## config.mk

```make
export PLATFORM = sky130hd
export DESIGN_NAME = spad_req_decoder_flat
export DESIGN_NICKNAME = d
export VERILOG_FILES = /design/src/rtl/spad_req_decoder_if.sv /design/src/rtl/spad_req_decoder.sv /design/src/flat_wrapper.sv
export SDC_FILE = /design/constraint.sdc
export NUM_CORES = 1
export LEC_CHECK = 0
export BUFFER_PORTS_ARGS = -buffer_cell sky130_fd_sc_hd__buf_2
export CAP_MARGIN = 20
export CELL_PAD_IN_SITES_DETAIL_PLACEMENT = 1
export CELL_PAD_IN_SITES_GLOBAL_PLACEMENT = 2
export CORE_MARGIN = 8
export CORE_UTILIZATION = 30
export DETAILED_ROUTE_END_ITERATION = 6
export PLACE_DENSITY = 0.89
export SETUP_SLACK_MARGIN = 0.02
export SYNTH_ARGS = -nofsm -noshare
export SYNTH_HDL_FRONTEND = slang
export SYNTH_SLANG_ARGS = --single-unit
```

## constraint.sdc

```tcl
create_clock -name CLK -period 11.7 [get_ports CLK]
set_clock_uncertainty 0.2 [all_clocks]
set_input_delay 2.34 -clock CLK [delete_from_list [all_inputs] [get_ports CLK]]
set_output_delay 2.34 -clock CLK [all_outputs]
set_load 0.01 [all_outputs]
```

## src/rtl/spad_req_decoder_if.sv

```systemverilog
// Bundles the request-FIFO, row-request and GEMM-command signals of the
// scratchpad request decoder into one port.
interface spad_req_decoder_if #(
    parameter int ROWS  = 4,
    parameter int IDX_W = $clog2(ROWS)
);
    // valid/ready: a transfer happens in a cycle where valid && ready. Once
    // valid rises it stays high with a stable payload until that transfer,
    // unless a flush or reset abandons the command.
    logic              fifo_empty;
    logic              fifo_ren;
    logic [42:0]       fifo_rdata;

    logic              row_valid;
    logic              row_ready;
    logic              row_load;
    logic [3:0]        row_matrix;
    logic [IDX_W-1:0]  row_idx;
    logic [31:0]       row_addr;
    logic              row_last;

    logic              gemm_valid;
    logic              gemm_ready;
    logic              gemm_new_weight;
    logic [15:0]       gemm_select;

    modport master (
        input  fifo_empty, fifo_rdata, row_ready, gemm_ready,
        output fifo_ren, row_valid, row_load, row_matrix, row_idx, row_addr,
               row_last, gemm_valid, gemm_new_weight, gemm_select
    );

    modport slave (
        output fifo_empty, fifo_rdata, row_ready, gemm_ready,
        input  fifo_ren, row_valid, row_load, row_matrix, row_idx, row_addr,
               row_last, gemm_valid, gemm_new_weight, gemm_select
    );
endinterface

```

## src/rtl/spad_req_decoder.sv

```systemverilog
// Pops scratchpad request words and turns each into a stream of per-row
// scratchpad requests (load/store) or a single systolic-array command (gemm).
module spad_req_decoder #(
    parameter int ROWS  = 4,
    parameter int IDX_W = $clog2(ROWS)
) (
    input  logic                CLK,
    input  logic                nRST,
    input  logic                flush,
    spad_req_decoder_if.master  bus,
    output logic                busy,
    output logic                bad_op,
    output logic [1:0]          dbg_state
);

    typedef enum logic [1:0] {
        S_IDLE    = 2'd0,
        S_CAPTURE = 2'd1,
        S_ROW     = 2'd2,
        S_GEMM    = 2'd3
    } state_t;

    localparam logic [1:0] OP_LOAD  = 2'b01;
    localparam logic [1:0] OP_STORE = 2'b10;
    localparam logic [1:0] OP_GEMM  = 2'b11;

    state_t            state_q, state_d;
    logic              load_q, load_d;
    logic [3:0]        matrix_q, matrix_d;
    logic [31:0]       base_q, base_d;
    logic [4:0]        stride_q, stride_d;
    logic [IDX_W-1:0]  row_idx_q, row_idx_d;
    logic              bad_op_q, bad_op_d;

    logic              row_last_w;
    logic [31:0]       row_addr_w;

    assign row_last_w = (row_idx_q == IDX_W'(ROWS - 1));
    // Stride is in 32-bit words; the sum wraps modulo 2^32 by design.
    assign row_addr_w = base_q + ((32'(stride_q) << 2) * 32'(row_idx_q));

    always_comb begin
        state_d   = state_q;
        load_d    = load_q;
        matrix_d  = matrix_q;
        base_d    = base_q;
        stride_d  = stride_q;
        row_idx_d = row_idx_q;
        bad_op_d  = 1'b0;

        bus.fifo_ren   = 1'b0;
        bus.row_valid  = 1'b0;
        bus.gemm_valid = 1'b0;

        case (state_q)
            S_IDLE: begin
                if (!bus.fifo_empty && !flush && nRST) begin
                    bus.fifo_ren = 1'b1;
                    state_d      = S_CAPTURE;
                end
            end
            S_CAPTURE: begin
                load_d    = (bus.fifo_rdata[42:41] == OP_LOAD);
                matrix_d  = bus.fifo_rdata[40:37];
                base_d    = bus.fifo_rdata[36:5];
                stride_d  = bus.fifo_rdata[4:0];
                row_idx_d = '0;
                case (bus.fifo_rdata[42:41])
                    OP_LOAD, OP_STORE: state_d = S_ROW;
                    OP_GEMM:           state_d = S_GEMM;
                    default: begin
                        state_d  = S_IDLE;
                        bad_op_d = 1'b1;
                    end
                endcase
            end
            S_ROW: begin
                bus.row_valid = 1'b1;
                if (bus.row_ready) begin
                    row_idx_d = row_idx_q + 1'b1;
                    if (row_last_w) state_d = S_IDLE;
                end
            end
            S_GEMM: begin
                bus.gemm_valid = 1'b1;
                if (bus.gemm_ready) state_d = S_IDLE;
            end
            default: state_d = S_IDLE;
        endcase

        // A word captured during flush is dropped, so it must not report bad_op.
        if (flush) begin
            state_d  = S_IDLE;
            bad_op_d = 1'b0;
        end
    end

    always_ff @(posedge CLK or negedge nRST) begin
        if (!nRST) begin
            state_q   <= S_IDLE;
            load_q    <= 1'b0;
            matrix_q  <= '0;
            base_q    <= '0;
            stride_q  <= '0;
            row_idx_q <= '0;
            bad_op_q  <= 1'b0;
        end else begin
            state_q   <= state_d;
            load_q    <= load_d;
            matrix_q  <= matrix_d;
            base_q    <= base_d;
            stride_q  <= stride_d;
            row_idx_q <= row_idx_d;
            bad_op_q  <= bad_op_d;
        end
    end

    // Payloads read zero outside their own state so idle outputs are quiet.
    always_comb begin
        bus.row_load        = (state_q == S_ROW) ? load_q     : 1'b0;
        bus.row_matrix      = (state_q == S_ROW) ? matrix_q   : 4'd0;
        bus.row_idx         = (state_q == S_ROW) ? row_idx_q  : '0;
        bus.row_addr        = (state_q == S_ROW) ? row_addr_w : 32'd0;
        bus.row_last        = (state_q == S_ROW) && row_last_w;
        bus.gemm_new_weight = (state_q == S_GEMM) ? matrix_q[3]   : 1'b0;
        bus.gemm_select     = (state_q == S_GEMM) ? base_q[15:0]  : 16'd0;
    end

    assign busy      = (state_q != S_IDLE);
    assign bad_op    = bad_op_q;
    assign dbg_state = state_q;

endmodule

```

## src/flat_wrapper.sv

```systemverilog
// flat-port wrapper written by rule: the top's interface ports become plain ports
module spad_req_decoder_flat 
#(
    parameter int ROWS  = 4,
    parameter int IDX_W = $clog2(ROWS)
)
  (CLK, nRST, flush, busy, bad_op, dbg_state, bus_fifo_empty, bus_fifo_rdata, bus_row_ready, bus_gemm_ready, bus_fifo_ren, bus_row_valid, bus_row_load, bus_row_matrix, bus_row_idx, bus_row_addr, bus_row_last, bus_gemm_valid, bus_gemm_new_weight, bus_gemm_select);
  spad_req_decoder_if #(.ROWS(ROWS), .IDX_W(IDX_W)) bus_i ();
  input  logic CLK;
  input  logic nRST;
  input  logic flush;
  output logic busy;
  output logic bad_op;
  output logic [1:0] dbg_state;
  input wire logic [$bits(bus_i.fifo_empty)-1:0] bus_fifo_empty;
  input wire logic [$bits(bus_i.fifo_rdata)-1:0] bus_fifo_rdata;
  input wire logic [$bits(bus_i.row_ready)-1:0] bus_row_ready;
  input wire logic [$bits(bus_i.gemm_ready)-1:0] bus_gemm_ready;
  output wire logic [$bits(bus_i.fifo_ren)-1:0] bus_fifo_ren;
  output wire logic [$bits(bus_i.row_valid)-1:0] bus_row_valid;
  output wire logic [$bits(bus_i.row_load)-1:0] bus_row_load;
  output wire logic [$bits(bus_i.row_matrix)-1:0] bus_row_matrix;
  output wire logic [$bits(bus_i.row_idx)-1:0] bus_row_idx;
  output wire logic [$bits(bus_i.row_addr)-1:0] bus_row_addr;
  output wire logic [$bits(bus_i.row_last)-1:0] bus_row_last;
  output wire logic [$bits(bus_i.gemm_valid)-1:0] bus_gemm_valid;
  output wire logic [$bits(bus_i.gemm_new_weight)-1:0] bus_gemm_new_weight;
  output wire logic [$bits(bus_i.gemm_select)-1:0] bus_gemm_select;
  assign bus_i.fifo_empty = bus_fifo_empty;
  assign bus_i.fifo_rdata = bus_fifo_rdata;
  assign bus_i.row_ready = bus_row_ready;
  assign bus_i.gemm_ready = bus_gemm_ready;
  assign bus_fifo_ren = bus_i.fifo_ren;
  assign bus_row_valid = bus_i.row_valid;
  assign bus_row_load = bus_i.row_load;
  assign bus_row_matrix = bus_i.row_matrix;
  assign bus_row_idx = bus_i.row_idx;
  assign bus_row_addr = bus_i.row_addr;
  assign bus_row_last = bus_i.row_last;
  assign bus_gemm_valid = bus_i.gemm_valid;
  assign bus_gemm_new_weight = bus_i.gemm_new_weight;
  assign bus_gemm_select = bus_i.gemm_select;
  spad_req_decoder #(.ROWS(ROWS), .IDX_W(IDX_W)) u_core (.CLK(CLK), .nRST(nRST), .flush(flush), .bus(bus_i), .busy(busy), .bad_op(bad_op), .dbg_state(dbg_state));
endmodule
```

# Yosys cells after proc, flatten, opt, wreduce, memory -nomap -nowiden
# Index checks and enable logic that the tools add are counted.
# Widths: inputs -> output; s select.
# classes
add_sub_neg	2
mul	1
n_eq_ne	12
muxes	22
n_reduce_logical	12
# ops
operator	n
$add 32x32->32	1
$mux 32	1
$mux 16	1
$mux 2	7
$eq 2x2->1 const B	5
$mux 1	9
$pmux 2 s2	2
$pmux 2 s4	1
$mul 5x2->7	1
$ne 3x2->1 const B	2
$ne 3x3->1 const B	2
$eq 2x1->1 const B	2
$mux 4	1
$reduce_and 4->1	1
$reduce_bool 2->1	2
$logic_and 1x1->1	3
$reduce_or 3->1	1
$add 2x1->2 const B	1
$logic_not 1->1	2
$logic_not 2->1	1
$ne 2x2->1 const B	1
$reduce_and 2->1	1
$reduce_or 2->1	1
# totals
reg_bits	47
in_bits	49
out_inout_bits	64
wordCells	56

# Depth between registers and ports, before layout
# Gate-level depths: netlist of the first run.
# logic_depth
ltp_word	6
depth_mapped	13
ltp_nobuf	13

# Least setup slack after synthesis of the first run
# Ideal clock, no wire load.
# synth_timing
path_type	flip-flop to output port
startpoint	register u_core.row_idx_q[1]
endpoint	output port bus_row_addr[30]
arrival_time_ns	2.966
required_ns	9.160
setup_slack_ns	6.194
path_stages_with_launch	13
n_path_buf	0
path_cell_list	dfrtp_1 > and2_1 > ha_1 > fa_1 > a21o_1 > a21oi_1 > xor2_1 > ha_1 > a21oi_1 > nor2b_1 > a21oi_1 > a31o_2 > a21oi_1
# synth_between
elab_chain_len	3
# synth_lines
item	line_no	source
start: declaration	spad_req_decoder.sv:32	logic [IDX_W-1:0] row_idx_q, row_idx_d;
start signal: assignment	spad_req_decoder.sv:113	row_idx_q <= row_idx_d;
$mul 5x2->7	spad_req_decoder.sv:40	assign row_addr_w = base_q + ((32'(stride_q) << 2) * 32'(row_idx_q));
$add 32x32->32	spad_req_decoder.sv:40	
$mux 32	spad_req_decoder.sv:123	bus.row_addr = (state_q == S_ROW) ? row_addr_w : 32'd0;
end: declaration	flat_wrapper.sv:24	output wire logic [$bits(bus_i.row_addr)-1:0] bus_row_addr;
# Every way passes these cells.

# Final worst setup path of the first run
# Same ends and word-level chain as after synthesis.

==> reports/qor.yml, run 1 <==
route:
  drt_pass1_iterations: 4
  drt-initial-drc-count: 87
  wl_per_cell_um: 16.4
  drcViolationCount: 0
  drt-total-wl_um: 10800
  vias: 3217
  ant_nets: 0
  viasPerCell: 4.88
cts:
  h-tree-depth: 2
  ctsRootBufferMaster: "clkbuf_8"
  path_clk_slew_ps: 100
  cts_sinks: 47
  tritoncts: "yes"
  clk_latency_ps: 300
  numCtsBuffers: 5
  cts_resized: 0
  clockBufferDepth: 2
  cts_hold_buf: 0
  post_cts_buffers: 0
worst_setup_path:
  path_class: "flop to output port"
  cp_cell_sequence: "and2_1, ha_1, fa_1, a21o_1, a21oi_1, xor2_1, ha_1, a21oi_1, nor2b_1, a21oi_1, a31o_2, a21oi_1, buf_2"
  slowest_stage: "dfrtp_1"
  startpoint_type: "flop"
  reg2reg_depth: 4
  crit_path_end_kind: "output port"
  slowest_delay_ps: 470
  worstPathRequired_ps: 9160
  crit_fanout: 9
  r2r_start: "u_core.dbg_state[0]"
  critPathArrivalTime_ps: 3770
  reg2reg_to: "u_core.dbg_state[1]"
  crit_buf_inv: 1
  path_delay_family: "compound AO/OA/AOI/OAI gates"
  r2r_slack_ps: 9190
  cp_common_cell: "a21oi_1"
yosys:
  netlist_area_sq_um: 3210
  synth_edf_count: 0
  ys.flop_type: "dfrtp_1"
  async_flop_share_pct: 100
  synth.largest_area_cell: "dfrtp_1"
  synth_seq_cells: 47
  synth_top_area_share_pct: 36.7
  ys_types: 39
  syn-instance-count: 418
  syn_area_per_cell_sq_um: 7.67
  synth-seq-area-share_pct: 36.7
  synth_area_leaders: "dfrtp_1 37%, nand2_1 16%, ha_1 5.1%"
  ys_warn_count: 0
  syn-num-nets: 482
min_path:
  worstHoldStart: "u_core.matrix_q[1]"
  min_to: "u_core.matrix_q[1]"
  hold_class: "flop to flop"
  whs_path_depth: 2
global_route:
  grt_max_degree: 49
  overflow: 0
  grt_pass1_vias: 3564
  grt_antenna_before_repair: 0
  gr-usage-all-layers_pct: 15.3
  grt_pass1_wl_um: 18100
job:
  drv_cap: 0
timing:
  rsz0062_at_grt: "no"
  max_freq_mhz: 159
  period_share_pct: 53.9
  maxSlewViolCount: 0
  fin_setup_tns_ps: 0
  final.min_clock_period_ps: 6310
  worst_pin_slew_ps: 932
  setup_viol: 0
  fin_ws_ps: 5390
  final-hold-violation-count: 0
  slew-limit-headroom_pct: 37.8
place:
  dpl_cell_area_sq_um: 3910
  place.gp.congestion: 0.789
  io_buffers: 112
  hpwlAfterDp_um: 8300
  dp.cells: 651
  dpl_worst_slack_ps: 5740
die:
  die_area_sq_um: 14300
  rows: 37
  die_height_um: 119
  die_w_um: 119
  core_sq_um: 10400
  io_pins: 113
  start_util_pct: 30.9
power_and_ir_drop:
  seq_power_share_pct: 50.5
  clockPowerShare_pct: 21.1
  ir_drop_mv: 0.0592
  power_density_nw_per_um2: 123
  internal-power_mw: 0.305
  p_sw_mw: 0.187
  switching_share_pct: 38.0
  p_leak_nw: 2.21
  pwr-share-comb_pct: 28.4
layout:
  area_delta_synth_final_pct: 24.6
  postLayoutCellArea_sq_um: 4000
  final_cells: 659
  drive_gt1_share_pct: 25.8
  final_nets: 586
  multi_input_area_sq_um: 1930
  fillers: 1342
  num_antenna_cells: 0
  register_area_sq_um: 1180
outcome:
  status: "finished, final reports clean"
-- area by class of cell --
| cell class | count | share of cell area [%] |
|---|---|---|
| Clock inverter | 3 | 0.564 |
| Sequential cell | 47 | 29.4 |
| Multi-Input combinational cell | 343 | 48.4 |
| Timing Repair Buffer | 116 | 14.8 |
| Tap cell | 136 | 4.26 |
| Inverter | 9 | 0.845 |
| Clock buffer | 5 | 1.72 |
-- how the worst max path moves through the flow --
stage          slack (ps)               end  depth (start not counted)           startpoint
2_1_floorplan        6190  bus_row_addr[30]                         12  u_core.row_idx_q[1]
5_1_grt              5140  bus_row_addr[16]                         13  u_core.row_idx_q[1]
3_3_place_gp         5800      bus_fifo_ren                          5                 nRST
4_1_cts              5380  bus_row_addr[30]                         13  u_core.row_idx_q[1]
3_5_place_dp         5740  bus_row_addr[30]                         13  u_core.row_idx_q[1]
6_report             5390  bus_row_addr[30]                         13  u_core.row_idx_q[1]
-- power groups by stage --
stage | sequential [mW] | combinational [mW] | clock (mW)
2_1_floorplan | 0.235 | 0.103 | 0
6_report | 0.249 | 0.140 | 0.104
3_3_place_gp | 0.250 | 0.137 | 0
5_1_grt | 0.257 | 0.162 | 0.117
4_1_cts | 0.249 | 0.142 | 0.109
3_5_place_dp | 0.252 | 0.141 | 0
-- worst min-delay path: cells and delay by family (launching register included) --
family	cells	cell delay [ps]
flip-flops	1	350
AND/OR/NAND/NOR	2	100
-- synth_stat cells, types with 2 or more instances --
cell and number:
a21o_1 4, a21oi_1 21, a31o_2 3, and2_1 23, and3_1 22, buf_1 4
clkbuf_1 15, dfrtp_1 47, fa_1 2, ha_1 13, inv_1 9, nand2_1 136
nand2b_1 4, nand3_1 13, nand4_1 6, nand4_4 2, nand4b_1 3, nor2_1 25
nor2b_1 6, nor3_1 3, o211ai_1 3, o21ai_0 18, o31ai_1 2, or3_1 4
xnor2_1 7, xor2_1 10
-- routing by layer --
| layer | wire length (um) | global-route usage (%) | vias up |
|---|---|---|---|
| met1 | 4930 | 19.3 | 1558 |
| met2 | 5460 | 27.3 | 57 |
| li1 | - | - | 1598 |
| met3 | 317 | 2.36 | 4 |
| met5 | 0 | 0 | - |
| met4 | 74 | 2.73 | 0 |
-- cells in the final DEF, fill, tap and decap left out, types with 2 or more instances in the layout --
cell type and count:
nor2_1 25, nand4b_1 3, a21oi_1 21, xnor2_1 7, nand2_1 136, o31ai_1 2, clkbuf_8 5, o21ai_0 18
ha_1 13, xor2_1 10, buf_4 4, fa_1 2, buf_2 112, dfrtp_1 47, a21o_1 4, inv_1 9
and2_1 23, o211ai_1 3, nand2b_1 4, and3_1 22, nor3_1 3, or3_1 4, inv_6 2, nand4_4 2
nand3_1 13, nand4_1 6, nor2b_1 5, a31o_2 3
-- registers in the layout, indices dropped and copies added, names as in the netlist --
name / flops
u_core.base_q: 32
u_core.stride_q: 5
u_core.matrix_q: 4
u_core.dbg_state: 2
u_core.row_idx_q: 2
u_core.bad_op: 1
u_core.load_q: 1
-- through the flow --
step	total power, mW	utilization [%]	hold WS [ps]
global route	0.536	38.5	310
detailed placement	0.393	37.7	258
floorplan	0.338	-	230
finish	0.493	38.5	279
CTS	0.500	38.5	284
global placement	0.387	37.7	247
-- cell families (layout without fill, tap and decap cells) --
family / after synthesis / in the layout / synth area share [%]
flops: 47 / 47 / 36.7
simple gates: 252 / 252 / 37.7
compound gates: 57 / 57 / 10.8
mux: 2 / 2 / 0.663
xor+xnor: 17 / 17 / 4.64
fa+ha+maj: 15 / 15 / 6.32
buf+inv: 28 / 133 / 3.28
Power figures use the tool's default switching activity.
==> inputs of run 2 (changes only) <==
--- a/config.mk
+++ b/config.mk
@@ -10,9 +10,9 @@
 export CELL_PAD_IN_SITES_DETAIL_PLACEMENT = 1
 export CELL_PAD_IN_SITES_GLOBAL_PLACEMENT = 2
 export CORE_MARGIN = 8
-export CORE_UTILIZATION = 30
+export CORE_UTILIZATION = 25
 export DETAILED_ROUTE_END_ITERATION = 6
-export PLACE_DENSITY = 0.89
+export PLACE_DENSITY = 0.79
 export SETUP_SLACK_MARGIN = 0.02
 export SYNTH_ARGS = -nofsm -noshare
 export SYNTH_HDL_FRONTEND = slang
==> constraint.sdc (replaced) <==
create_clock -name CLK -period 5.3 [get_ports CLK]
set_clock_uncertainty 0.2 [all_clocks]
set_input_delay 1.06 -clock CLK [delete_from_list [all_inputs] [get_ports CLK]]
set_output_delay 1.06 -clock CLK [all_outputs]
set_load 0.01 [all_outputs]
==> run 2 against run 1 <==
Compared with the run above: combinational power increased by 120%; utilization fell by 5.9 points; die area rose by 17%; sequential power increased by 120%; routed wire length up 4.2%; first-iteration DRC count increased by 31%; critical path depth did not move; sequential share of layout area down 0.75 points; clock power rose to 3.1 times the previous value; power grew 140%; count of clock-buffer cells in the layout increased by 1; flip-flop and latch count is the same; critical endpoint is now bus_row_addr[16]; highest routed layer is now met5.
==> reports/qor.yml, run 2 (synthesized netlist as in run 1, its figures left out) <==
timing:
  slew-limit-headroom_pct: 38.5
  final.min_clock_period_ps: 5000
  period_share_pct: 94.2
  fin_setup_tns_ps: 0
  rsz0062_at_grt: "no"
  max_freq_mhz: 200
  worst_pin_slew_ps: 922
  setup_viol: 0
  final-hold-violation-count: 0
  maxSlewViolCount: 0
power_and_ir_drop:
  p_total_mw: 1.18
  switching_share_pct: 35.3
  p_sw_mw: 0.417
  p_leak_nw: 2.24
  clockPowerShare_pct: 27.1
  pwr-share-comb_pct: 26.4
  power_density_nw_per_um2: 288
  seq_power_share_pct: 46.5
  ir_drop_mv: 0.119
  internal-power_mw: 0.765
route:
  drt-initial-drc-count: 114
  wl_per_cell_um: 16.2
  drt_pass1_iterations: 4
  viasPerCell: 4.69
  drt-total-wl_um: 11200
  vias: 3260
  ant_nets: 0
  drcViolationCount: 0
cts:
  clk_latency_ps: 290
  ctsRootBufferMaster: "clkbuf_16"
  h-tree-depth: 2
  post_cts_buffers: 0
  clockBufferDepth: 2
  cts_hold_buf: 0
  tritoncts: "yes"
  path_clk_slew_ps: 60
  cts_sinks: 47
  numCtsBuffers: 5
  cts_resized: 0
global_route:
  grt_antenna_before_repair: 1
  gr-usage-all-layers_pct: 13.9
  grt_pass1_vias: 3628
  grt_pass1_wl_um: 18500
  grt_max_degree: 48
  overflow: 0
die:
  start_util_pct: 25.5
  io_pins: 113
  core_sq_um: 12600
  die_height_um: 129
  rows: 41
  die_area_sq_um: 16700
  die_w_um: 129
worst_setup_path:
  worstPathRequired_ps: 4040
  startpoint_type: "flop"
  critPathArrivalTime_ps: 3740
  reg2reg_to: "u_core.stride_q[4]"
  reg2reg_depth: 5
  crit_fanout: 9
  r2r_slack_ps: 2850
  r2r_start: "u_core.dbg_state[1]"
  path_class: "flop to output port"
  crit_path_end_kind: "output port"
place:
  hpwlAfterDp_um: 8780
  place.gp.congestion: 0.776
  io_buffers: 112
outcome:
  status: "finished, final reports clean"
layout:
  largest_registers: "u_core.base_q x32, u_core.stride_q x5, u_core.matrix_q x4"
  drive_gt1_share_pct: 25.8
  area_delta_synth_final_pct: 27.8
  num_antenna_cells: 0
  final_common_cell: "nand2_1"
  layout_common_cells: "136 x nand2_1, 112 x buf_2, 47 x dfrtp_1, 25 x nor2_1, 23 x and2_1"
  largest_reg_flops: 32
  regMostFlops: "u_core.base_q"
  final_nets: 587
min_path:
  worstHoldStart: "u_core.load_q"
  hold_class: "flop to flop"
  min_to: "u_core.load_q"
  whs_path_depth: 2
job:
  drv_cap: 0
run 2: cell count changes in the layout (fill, tap and decap cells not counted):
cell	delta
clkbuf_8	-4
buf_4	+1
inv_6	-2
clkbuf_16	+5
run 2: layout make-up:
cell class,instances,area (sq um)
clock inverter,1,5.00
multi-input combinational,343,1930
clock buffer,6,139
tap,172,215
sequential,47,1180
inverter,9,33.8
timing repair buffer,117,598
fill,1564,8470
run 2: worst max-delay path by stage:
stage                             to  cells past startpoint                 from
floorplan           bus_row_addr[30]                     12  u_core.row_idx_q[1]
global placement    bus_row_addr[16]                     13  u_core.row_idx_q[1]
detailed placement  bus_row_addr[16]                     13  u_core.row_idx_q[1]
CTS                 bus_row_addr[16]                     13  u_core.row_idx_q[1]
global route        bus_row_addr[31]                     12  u_core.row_idx_q[1]
finish              bus_row_addr[16]                     13  u_core.row_idx_q[1]
run 2: power groups by stage:
stage / registers (mW) / clock network, mW / logic [mW]
final: 0.549 / 0.320 / 0.312
after global routing: 0.568 / 0.340 / 0.361
after CTS: 0.551 / 0.330 / 0.318
after detailed placement: 0.558 / 0 / 0.315
after global placement: 0.552 / 0 / 0.304
after floorplan: 0.519 / 0 / 0.228
run 2: metal layers:
layer	routed length, um	global-route usage (%)	vias up
met1	4990	16.9	1592
met2	5710	24.6	59
met4	121	3.39	2
met3	404	2.67	9
met5	8	0	-
li1	-	-	1598
run 2: through the flow:
stage | area, sq um | util (%) | setup slack, ps | cells | hold WS, ps
after CTS | 4100 | 32.6 | 317 | 695 | 275
after global routing | 4100 | 32.6 | 52.2 | 695 | 299
after detailed placement | 3960 | 31.5 | 665 | 688 | 260
after global placement | 3960 | 31.5 | 756 | 688 | 246
after floorplan | 3210 | - | 1070 | 418 | 230
final | 4100 | 32.6 | 305 | 695 | 266
run 2: worst max-delay path, cell delays in order, from the launching register on:
cell	delay, ps
dfrtp_1	450
and2_1	180
ha_1	220
fa_1	400
a21o_1	170
a21oi_1	160
xor2_1	120
ha_1	320
o211a_1	150
o31ai_1	150
a211oi_2	560
nand4_1	160
a21oi_1	230
buf_2	170
==> inputs of run 3 (changes only) <==
--- a/config.mk
+++ b/config.mk
@@ -7,12 +7,12 @@
 export LEC_CHECK = 0
 export BUFFER_PORTS_ARGS = -buffer_cell sky130_fd_sc_hd__buf_2
 export CAP_MARGIN = 20
-export CELL_PAD_IN_SITES_DETAIL_PLACEMENT = 1
-export CELL_PAD_IN_SITES_GLOBAL_PLACEMENT = 2
+export CELL_PAD_IN_SITES_DETAIL_PLACEMENT = 0
+export CELL_PAD_IN_SITES_GLOBAL_PLACEMENT = 1
 export CORE_MARGIN = 8
-export CORE_UTILIZATION = 25
+export CORE_UTILIZATION = 32
 export DETAILED_ROUTE_END_ITERATION = 6
-export PLACE_DENSITY = 0.79
+export PLACE_DENSITY = 0.78
 export SETUP_SLACK_MARGIN = 0.02
 export SYNTH_ARGS = -nofsm -noshare
 export SYNTH_HDL_FRONTEND = slang
==> run 3 against run 2 <==
Compared with the run above: via count down 4.3%; routed wire length decreased by 12%; power fell by 9.2%; largest cell class unchanged; global-route usage is 1.3 points higher; flip-flop and latch count is the same; highest routed layer is now met4.
==> reports/qor.yml, run 3 (synthesized netlist as in run 1, its figures left out) <==
worst_setup_path:
  critPathArrivalTime_ps: 3690
  slowest_delay_ps: 540
  path_depth: 13
  crit_fanout: 9
  reg2reg_depth: 3
  slowest_stage: "a211oi_2"
  crit_buf_inv: 1
  worstPathRequired_ps: 4040
  cp_cell_sequence: "and2_1, ha_1, fa_1, a21o_1, a21oi_1, xor2_1, ha_1, o211a_1, o31ai_1, a211oi_2, nand4_1, a21oi_1, buf_2"
  path_delay_family: "compound AO/OA/AOI/OAI gates"
  path_class: "flop to output port"
  startpoint_type: "flop"
  crit_path_end_kind: "output port"
timing:
  max_freq_mhz: 202
  final.min_clock_period_ps: 4950
  worst_pin_slew_ps: 997
  rsz0062_at_grt: "no"
  maxSlewViolCount: 0
  whs_ps: 278
  period_share_pct: 93.4
  slew-limit-headroom_pct: 33.4
  fin_setup_tns_ps: 0
  final-hold-violation-count: 0
  setup_viol: 0
global_route:
  overflow: 0
  grt_util_met1_pct: 19.6
  grt_antenna_before_repair: 0
  top_usage_layer: "met2"
  gr-usage-all-layers_pct: 15.2
  gr-usage-met3_pct: 2.53
  grt_pass1_wl_um: 16400
  grt_max_degree: 49
  grt_pass1_vias: 3250
  grtUsageMet2_pct: 25.7
cts:
  cts_sinks: 47
  tritoncts: "yes"
  numCtsBuffers: 5
  h-tree-depth: 2
  cts_hold_buf: 0
  clk_latency_ps: 300
  cts_resized: 0
  post_cts_buffers: 0
  ctsRootBufferMaster: "clkbuf_8"
  path_clk_slew_ps: 80
  clockBufferDepth: 2
layout:
  regMostFlops: "u_core.base_q"
  final_common_cell: "nand2_1"
  largest_registers: "u_core.base_q x32, u_core.stride_q x5, u_core.matrix_q x4"
  multi_input_area_sq_um: 1930
  layout_common_cells: "136 x nand2_1, 112 x buf_2, 47 x dfrtp_1, 25 x nor2_1, 23 x and2_1"
  register_area_sq_um: 1180
  finish.utilization_pct: 40.7
  largest_reg_flops: 32
  area_delta_synth_final_pct: 24.1
  fillers: 1038
  num_antenna_cells: 0
  final_nets: 585
  drive_gt1_share_pct: 25.5
place:
  place.gp.congestion: 0.858
  io_buffers: 112
  hpwlAfterDp_um: 7490
die:
  start_util_pct: 32.8
  die_w_um: 116
  die_height_um: 116
  die_area_sq_um: 13500
  io_pins: 113
  core_sq_um: 9770
  rows: 36
power_and_ir_drop:
  internal-power_mw: 0.681
  clockPowerShare_pct: 20.7
  p_sw_mw: 0.393
  power_density_nw_per_um2: 270
  switching_share_pct: 36.6
  seq_power_share_pct: 51.1
  ir_drop_mv: 0.109
  pwr-share-comb_pct: 28.3
  p_leak_nw: 2.20
  p_total_mw: 1.07
route:
  viasPerCell: 4.77
  wl_per_cell_um: 15.2
  drt-total-wl_um: 9910
  drt_pass1_iterations: 4
  drcViolationCount: 0
  ant_nets: 0
  vias: 3121
  drt-initial-drc-count: 115
min_path:
  whs_path_depth: 2
  hold_class: "flop to flop"
outcome:
  status: "finished, final reports clean"
job:
  drv_cap: 0
==> run 3: final timing paths <==
path	startpoint	to	slack [ps]
setup / recovery	u_core.row_idx_q[0]	bus_row_addr[16]	350
hold / removal	u_core.matrix_q[2]	u_core.matrix_q[2]	280
setup reg to reg	u_core.dbg_state[0]	u_core.dbg_state[1]	2720
hold reg to reg	u_core.matrix_q[2]	u_core.matrix_q[2]	280
max in group asynchronous	nRST	u_core.base_q[26]	3830
min in group asynchronous	nRST	u_core.bad_op	660
==> run 3: layout make-up <==
type | count | area share [%]
sequential | 47 | 29.5
inverter | 9 | 0.849
clock buffer | 6 | 2.07
clock inverter | 1 | 0.126
timing repair buffer | 115 | 14.6
multi-input combinational | 343 | 48.6
tap | 133 | 4.18
==> run 3: metrics by stage <==
step / instance area (sq um) / std cells / worst slack [ps]
after global routing: 3980 / 654 / 93.7
after CTS: 3980 / 654 / 311
final: 3980 / 654 / 348
after detailed placement: 3890 / 647 / 674
after global placement: 3890 / 647 / 792
after floorplan: 3210 / 418 / 1070
==> run 3: worst reg2reg max path: cells and delay by family, from the launching register on <==
family | cells | cell delay, ps
AO/OA/AOI/OAI | 2 | 440
flip-flops | 1 | 920
AND/OR/NAND/NOR | 1 | 960
==> run 3: routing by layer <==
layer / up-vias / part of all wire (%)
li1: 1599 / -
met1: 1447 / 47
met2: 67 / 48
met3: 8 / 3.8
met4: 0 / 1.3
met5: - / 0
==> run 3: power groups by stage <==
stage	Clock (mW)	Combinational [mW]	Sequential, mW
floorplan	0	0.228	0.519
global placement	0	0.301	0.552
detailed placement	0	0.304	0.557
CTS	0.230	0.307	0.550
global route	0.248	0.350	0.567
finish	0.222	0.303	0.548
